`src/rtl/clause_batch_fifo.sv`:
```
// Clause batch FIFO: queues whole clause batches (data + valid mask) and
// serialises the valid clauses, lowest index first, into one FWFT output FIFO.
// Batches leave in arrival order. A batch offered while the batch queue is full
// is dropped and counted in a sticky overflow flag and a saturating counter.
module clause_batch_fifo #(
  parameter int CLAUSE_COUNT = 20,
  parameter int CLAUSE_WIDTH = 9,
  parameter int BATCH_DEPTH  = 4,
  parameter int BUFFER_DEPTH = 32
) (
  input  logic                                 clk_i,
  input  logic                                 rst_i,
  input  logic [CLAUSE_COUNT*CLAUSE_WIDTH-1:0] clauses_i,
  input  logic [CLAUSE_COUNT-1:0]              clauses_valid_i,
  input  logic                                 wr_en_i,
  input  logic                                 rd_en_i,
  input  logic                                 cOF_i,
  output logic                                 empty_o,
  output logic                                 full_o,
  output logic                                 OF_o,
  output logic [CLAUSE_WIDTH-1:0]              clause_o,
  output logic [$clog2(BUFFER_DEPTH):0]        out_count_o,
  output logic [7:0]                           drop_cnt_o
);

  localparam int BQ_AW = $clog2(BATCH_DEPTH);
  localparam int OB_AW = $clog2(BUFFER_DEPTH);
  localparam int IDX_W = (CLAUSE_COUNT > 1) ? $clog2(CLAUSE_COUNT) : 1;
  localparam logic [BQ_AW:0] BQ_FULL = (BQ_AW+1)'(BATCH_DEPTH);
  localparam logic [OB_AW:0] OB_FULL = (OB_AW+1)'(BUFFER_DEPTH);

  typedef logic [CLAUSE_COUNT-1:0]                   mask_t;
  typedef logic [CLAUSE_COUNT-1:0][CLAUSE_WIDTH-1:0] batch_t;
  typedef enum logic {IDLE, DRAIN} state_t;

  localparam mask_t MASK_ONE = mask_t'(1);

  // Batch queue
  mask_t            bq_mask [BATCH_DEPTH];
  batch_t           bq_data [BATCH_DEPTH];
  logic [BQ_AW-1:0] bq_wr_ptr, bq_rd_ptr;
  logic [BQ_AW:0]   bq_count;

  // Serialiser
  state_t           state;
  mask_t            act_mask;
  batch_t           act_data;
  mask_t            rest_mask;
  logic [IDX_W-1:0] low_idx;

  // Output FIFO
  logic [CLAUSE_WIDTH-1:0] ob_mem [BUFFER_DEPTH];
  logic [OB_AW-1:0]        ob_wr_ptr, ob_rd_ptr;
  logic [OB_AW:0]          ob_count;

  logic offer, push, drop, pop, ob_write, ob_read, ob_full, bq_nonempty;

  // Full is taken from the occupancy count so a wrapped tail never aliases empty.
  assign full_o      = (bq_count == BQ_FULL);
  assign bq_nonempty = (bq_count != '0);
  assign offer       = wr_en_i && (clauses_valid_i != '0);
  assign push        = offer && !full_o;
  assign drop        = offer && full_o;

  assign ob_full     = (ob_count == OB_FULL);
  assign ob_write    = (state == DRAIN) && !ob_full;
  assign ob_read     = rd_en_i && (ob_count != '0);

  // Clearing the lowest set bit leaves the clauses still to be emitted.
  assign rest_mask   = act_mask & (act_mask - MASK_ONE);
  // Load the next batch from IDLE, or on the edge that emits the last clause.
  assign pop         = bq_nonempty && ((state == IDLE) || (ob_write && (rest_mask == '0)));

  // Priority encoder: index of the lowest valid clause still pending.
  always_comb begin
    // NOTE: default first so every path assigns low_idx and no latch is inferred.
    low_idx = '0;
    for (int j = CLAUSE_COUNT - 1; j >= 0; j--) begin
      if (act_mask[j]) low_idx = IDX_W'(j);
    end
  end

  // Batch queue pointers and occupancy.
  always_ff @(posedge clk_i) begin
    // NOTE: registers use non-blocking assignments so every block sees pre-edge values.
    if (rst_i) begin
      bq_wr_ptr <= '0;
      bq_rd_ptr <= '0;
      bq_count  <= '0;
    end else begin
      if (push) bq_wr_ptr <= bq_wr_ptr + BQ_AW'(1);
      if (pop)  bq_rd_ptr <= bq_rd_ptr + BQ_AW'(1);
      case ({push, pop})
        2'b10:   bq_count <= bq_count + (BQ_AW+1)'(1);
        2'b01:   bq_count <= bq_count - (BQ_AW+1)'(1);
        default: bq_count <= bq_count;
      endcase
    end
  end

  // Batch queue storage.
  always_ff @(posedge clk_i) begin
    // NOTE: storage arrays are not reset; the pointers and counts define what is valid.
    if (push) begin
      bq_mask[bq_wr_ptr] <= clauses_valid_i;
      bq_data[bq_wr_ptr] <= clauses_i;
    end
  end

  // Serialiser FSM: load a batch, then emit one clause per non-stalled edge.
  always_ff @(posedge clk_i) begin
    if (rst_i) begin
      state    <= IDLE;
      act_mask <= '0;
    end else begin
      case (state)
        IDLE: begin
          if (pop) begin
            act_mask <= bq_mask[bq_rd_ptr];
            state    <= DRAIN;
          end
        end
        DRAIN: begin
          if (ob_write) begin
            if (pop) begin
              act_mask <= bq_mask[bq_rd_ptr];
            end else begin
              act_mask <= rest_mask;
              if (rest_mask == '0) state <= IDLE;
            end
          end
        end
        default: state <= IDLE;
      endcase
    end
  end

  // Active batch data follows the mask load; contents are don't-care when idle.
  always_ff @(posedge clk_i) begin
    if (pop) act_data <= bq_data[bq_rd_ptr];
  end

  // Output FIFO pointers and occupancy.
  always_ff @(posedge clk_i) begin
    if (rst_i) begin
      ob_wr_ptr <= '0;
      ob_rd_ptr <= '0;
      ob_count  <= '0;
    end else begin
      if (ob_write) ob_wr_ptr <= ob_wr_ptr + OB_AW'(1);
      if (ob_read)  ob_rd_ptr <= ob_rd_ptr + OB_AW'(1);
      case ({ob_write, ob_read})
        2'b10:   ob_count <= ob_count + (OB_AW+1)'(1);
        2'b01:   ob_count <= ob_count - (OB_AW+1)'(1);
        default: ob_count <= ob_count;
      endcase
    end
  end

  // Output FIFO storage.
  always_ff @(posedge clk_i) begin
    if (ob_write) ob_mem[ob_wr_ptr] <= act_data[low_idx];
  end

  // Sticky overflow flag and saturating drop counter; a drop beats a clear.
  always_ff @(posedge clk_i) begin
    if (rst_i) begin
      OF_o       <= 1'b0;
      drop_cnt_o <= '0;
    end else if (drop) begin
      OF_o <= 1'b1;
      if (cOF_i)                    drop_cnt_o <= 8'd1;
      else if (drop_cnt_o != 8'hFF) drop_cnt_o <= drop_cnt_o + 8'd1;
    end else if (cOF_i) begin
      OF_o       <= 1'b0;
      drop_cnt_o <= '0;
    end
  end

  assign empty_o     = (ob_count == '0);
  assign out_count_o = ob_count;
  assign clause_o    = empty_o ? '0 : ob_mem[ob_rd_ptr];

endmodule

```
`config.mk`:
```
export PLATFORM = sky130hd
export DESIGN_NAME = clause_batch_fifo
export DESIGN_NICKNAME = d
export VERILOG_FILES = /design/src/rtl/clause_batch_fifo.sv
export SDC_FILE = /design/constraint.sdc
export NUM_CORES = 1
export LEC_CHECK = 0
export BUFFER_PORTS_ARGS = -buffer_cell sky130_fd_sc_hd__buf_2
export CORE_AREA = 2 2 358 360
export DETAILED_ROUTE_END_ITERATION = 10
export DIE_AREA = 0 0 360 362
export PLACE_DENSITY = 0.53
export SLEW_MARGIN = 20
export SYNTH_ARGS = -nofsm -noshare
export SYNTH_HDL_FRONTEND = slang
export SYNTH_SLANG_ARGS = --single-unit
```
`constraint.sdc`:
```
create_clock -name clk_i -period 19.6 [get_ports clk_i]
set_clock_uncertainty 0.15 [all_clocks]
set_input_delay 5.88 -clock clk_i [delete_from_list [all_inputs] [get_ports clk_i]]
set_output_delay 5.88 -clock clk_i [all_outputs]
set_load 0.01 [all_outputs]
```
# Word level (Yosys, flattened, before mapping)
# Memories as Yosys holds them, arrays and structs flattened. A register that Yosys moved wholly into a read port is not among the register bits.
# Cells that the tools add are included.
# Widths: inputs -> output; s select.
# totals
wordCells	104
ff_bits	53
mem_count	3
inputBits	205
out_inout_bits	26
ram_bits	1088
# classes
order_cmp	1
bitwise	2
n_reduce_logical	21
eq_ne	9
n_mux	48
add_sub_neg	10
# mem_list
memory	depth	word_bits	read_ports	rd_clocked_by_memory_dff	wr	line_no	text
bq_data	4	180	1	1	1	40	batch_t bq_data [BATCH_DEPTH];
ob_mem	32	9	1	1	1	52	logic [CLAUSE_WIDTH-1:0] ob_mem [BUFFER_DEPTH];
bq_mask	4	20	1	1	1	39	mask_t bq_mask [BATCH_DEPTH];
# ops
op	count
$mux 5	22
$mux 20	3
$bmux 9 s5	1
$pmux 20 s2	1
$mux 8	4
$and 20x20->20	1
$logic_not 20->1	1
$reduce_bool 20->1	1
$sub 20x1->20 const B	1
$mux 9	2
$pmux 6 s2	1
$add 5x1->5 const B	2
$mux 1	10
$add 8x1->8 const B	1
$ne 8x8->1 const B	1
$reduce_bool 2->1	4
$logic_and 1x1->1	7
$add 6x1->6 const B	1
$eq 6x6->1 const B	1
$logic_not 6->1	1
$lt 5x6->1 const B	1
$pmux 3 s2	1
$reduce_bool 6->1	1
$sub 6x1->6 const B	1
other kinds (15)	21

# Depth between registers and ports, before layout
# logic_depth
word_depth	22
depth_mapped	14
ltp_nobuf	13

# Worst setup path after synthesis
# OpenSTA, ideal clock, no wires.
# synth_path
path_type	input to register
start	in clauses_valid_i[13]
end	mem bq_data[0][0] (netlist bit), enable pin
required_ns	18.686
arrival_time_ns	14.821
setup_time_ns	0.764
n_path_buf	1
stages	6
setup_slack_ns	3.864
path_cell_list	nor4_1 -> nand3_1 -> o21ai_0 -> or2_2 -> clkbuf_1 -> nor2_1
# synth_between
elab_chain_cells	5
# synth_rtl
element	line_no	text
start: declaration	14	input logic [CLAUSE_COUNT-1:0] clauses_valid_i,
$reduce_bool 20->1	61	assign offer = wr_en_i && (clauses_valid_i != '0);
$logic_and 1x1->1	61	
$logic_and 1x1->1	62	assign push = offer && !full_o;
$mux 1	104	if (push) begin
$mux 1 (not written as such)	106	bq_data[bq_wr_ptr] <= clauses_i;
end: declaration	40	
# Every way passes these cells.

==> summary.md <==
| Metric | Value |
|---|---|
| Status | finished, final reports clean |
| Clock sink count | between 1000 and 1500 |
| Initial antenna violation count | 66 |
| Worst EP required | about 14000 ps |
| Clock-pin slew on the worst setup and hold paths | roughly 60 ps |
| Pre-CTS setup slack | ~9500 ps |
| Fill count | approximately 11000 |
| Reg2reg start | act_mask[0] |
| Most frequent cells in the layout | edfxtp_1 (1268), mux4_2 (299), buf_2 (230), clkbuf_16 (144), nor2_1 (87) |
| Standby leakage power | ~19 nW |
| R2R Setup Slk | 13780 ps |
| Critical Path Start Type | flip-flop |
| Ys flop type | edfxtp_1 |
| GPL Wtd Cong | roughly 0.77 |
| Synth area leaders | edfxtp_1 (76%), mux4_2 (13%), dfxtp_1 (2.4%), nor2_1 (0.75%), mux2i_1 (0.66%) |
| Met2 routed WL | roughly 61000 microns |
| Largest net degree at the start of global routing | 97 |
| CP most frequent cell | mux4_2 |
| Clock Tree Root | clkbuf_16 |
| Final worst slack | between 9000 and 10000 ps |
| Hold_buf cts | 0 |
| Wire length on met1 | 48900 microns |
| Drt first pass iters | 5 |
| Mapped Area | 50300 sq um |
| Via count | 24400 |
| Yosys reg bits | 1328 |
| PostCTS Resize Cnt | 0 |
| DRC Markers | 0 |
| PwrDens | between 150 and 200 nW/um^2 |
| Max-cap violations | 0 |
| GRT Residual Overflow | 0 |
| Number of synthesized flops with an enable pin | between 1000 and 1500 |
| Endpoints failing hold | 0 |
| Count of pins over their slew limit | 0 |
| Cell variety after synth | 78 |
| Tot Pwr | roughly 11 mW |
| Vias in the first global route | roughly 25000 |
| Post-synthesis sequential area ratio | 0.780 |
| VDD IR max | between 0.3 and 0.4 mV |
| Final Setup Violations | 0 |
| Setup_tns | 0 ps |
| Yosys top cell area share | 0.757 |
| Finished Cell Area | ~58000 sq um |
| Initial core utilization | 0.397 |
| Syn_area_per_cell | 21.6 sq um |
| Worst Path Arrival | 3790 ps |
| WL per Instance | about 27 microns |
| IO buf count | 230 |
| Tcrit/Tclk final | 0.501 |
| Syn Inst Count | roughly 2300 |
| Capture point of the critical path | clause_o[0] |
| Setup crit end kind | output port |
| Core ar. | 127000 sq um |
| Layout area overhead | 15.9% |
| Starting DRT DRC Count | approximately 2200 |
| CTS tree | done |
| Final Critical Period | a little under 10000 ps |
| Depth of the most critical reg-to-reg path | 11 |
| Top layer in use | met5 |
| DIE WIDTH | roughly 360 microns |
| Synth warnings | 0 |
| Area occupied by multi-input gates | 10600 sq um |
| First-pass GRT wire length | between 150000 and 200000 microns |
| # Post-CTS Setup Buffers | 0 |
| H-tree levels | 4 |
| Share of cells above drive strength 1 | 0.312 |
| DRT Wirelength | roughly 120000 microns |
| FF-to-FF End | act_data[57] |
| DR WL met3 | roughly 8600 microns |
| Syn nets | roughly 2600 |
| RSZ-0062 raised after global routing | false |
| CTS Buffer Depth | 3 |
| Max FO, Critical Path | 51 |
| CP max-delay cell | buf_6 |
| Highest Clock Rate | roughly 0.10 GHz |
| Inserted Clock Buffers | between 100 and 150 |
| Global Route Usage Sum | 0.187 |
| Slew @ Worst Pin | around 1100 ps |
| Hold crit path type | reg -> reg |
| Via/cell ratio | between 5 and 6 |
| Cell accounting for the most synthesized area | edfxtp_1 |
| Placed inst area | 53700 sq um |
| Max-slew headroom | 0.260 |
| Worst-Skew Late Latency | 760 ps |
| Commonest non-fill, non-tap cell in the layout | edfxtp_1 |
| Fin util | 0.461 |
| I/O pin count | about 230 |
| Critical Path Max Stage Delay | around 640 ps |
| Die area | roughly 130000 sq um |
| Hold path depth | 2 |
| Die height | 362 microns |
| Final nets | 2879 |
| HPWL after detailed placement | between 70000 and 80000 microns |
| Routed Antenna Nets | 0 |
| Cells along the critical path | buf_6 > mux4_2 > mux4_2 > mux2i_1 > nor2_1 > buf_2 |
| Synth async-reset ratio | 0 |
| Setup CP Type | reg -> out |
| Reg area | ~39000 sq um |
| FP Rows | 131 |
-- metal layers --
metal / vias up / GRT usage
met4: 42 / 0.0489
met5: - / 0
met2: 755 / 0.317
met3: 258 / 0.0452
li1: 10500 / -
met1: 12900 / 0.243
-- registers in the layout, summed over array words and instances, names as in the netlist, named ones only --
| signal | cells |
|---|---|
| OF_o | 1 |
| out_count_o | 6 |
| act_mask | 20 |
| bq_wr_ptr | 2 |
| bq_data | 720 |
| drop_cnt_o | 8 |
| ob_rd_ptr | 5 |
| state | 1 |
| act_data | 180 |
| ob_wr_ptr | 5 |
| bq_count | 3 |
| bq_rd_ptr | 2 |
| ob_mem | 288 |
| bq_mask | 80 |
-- through the flow --
stage | hold WS (ps) | cells
2_1_floorplan | 311 | 2331
3_3_place_gp | 314 | 4173
3_5_place_dp | 314 | 4173
4_1_cts | 324 | 4430
5_1_grt | 377 | 4434
6_report | 322 | 4445
-- critical path: cells and delay by family, from the launching register on --
family                 cells  cell delay (ps)
buffers and inverters      2              820
flip-flops                 1              630
multiplexers               3             1430
AND/OR/NAND/NOR            1               90
-- how the worst min path moves through the flow --
stage                     start           to  slack [ps]
floorplan           bq_count[2]  bq_count[2]         310
global placement           OF_o         OF_o         310
detailed placement         OF_o         OF_o         310
CTS                        OF_o         OF_o         320
global route               OF_o         OF_o         380
finish                     OF_o         OF_o         320
-- cells by family after synthesis --
logic type,Yosys count,synth area share
XOR/XNOR,19,0.00331
AO/OA/AOI/OAI,207,0.0295
AND/OR/NAND/NOR,270,0.0274
adder cells (fa/ha/maj),18,0.00477
multiplexers,342,0.143
flip-flops,1328,0.780
buffers and inverters,147,0.0120
-- report_power, final --
part / switching, mW / leakage (nW) / internal (mW) / total, mW
clock network: 1.09 / 2.21 / 1.53 / 2.62
logic: 2.49 / 4.34 / 1.17 / 3.66
registers: 0.210 / 12.2 / 4.46 / 4.67
total: 3.78 / 18.7 / 7.16 / 10.9
-- cell usage after synthesis (5+ instances only) --
library cell / number
nand3_1: 22
mux4_2: 299
clkbuf_1: 72
or3_1: 15
a32oi_1: 6
a21oi_1: 39
a31o_1: 7
edfxtp_1: 1268
o21ai_0: 39
and3_1: 16
ha_1: 16
nand4_1: 11
o211a_1: 5
nor2b_1: 6
nor4_1: 10
buf_2: 12
nand2_1: 44
a22o_1: 7
a221o_1: 7
buf_1: 31
a211oi_1: 9
nand2b_1: 6
or4_1: 6
a221oi_1: 16
mux2i_1: 33
nor3_1: 9
mux2_2: 9
inv_1: 25
xor2_1: 14
nor2_1: 100
dfxtp_1: 60
xnor2_1: 5
a31oi_1: 16
or2_2: 5
-- area by class of cell --
cell class | count | area share
flip-flops and latches | 1328 | 0.673
clock buffers | 178 | 0.0646
inverters | 25 | 0.00161
diodes | 14 | 0.000600
multi-input cells | 856 | 0.181
repair buffers | 303 | 0.0297
clock inverters | 79 | 0.0134
well taps | 1662 | 0.0356
Power figures use the tool's default switching activity.
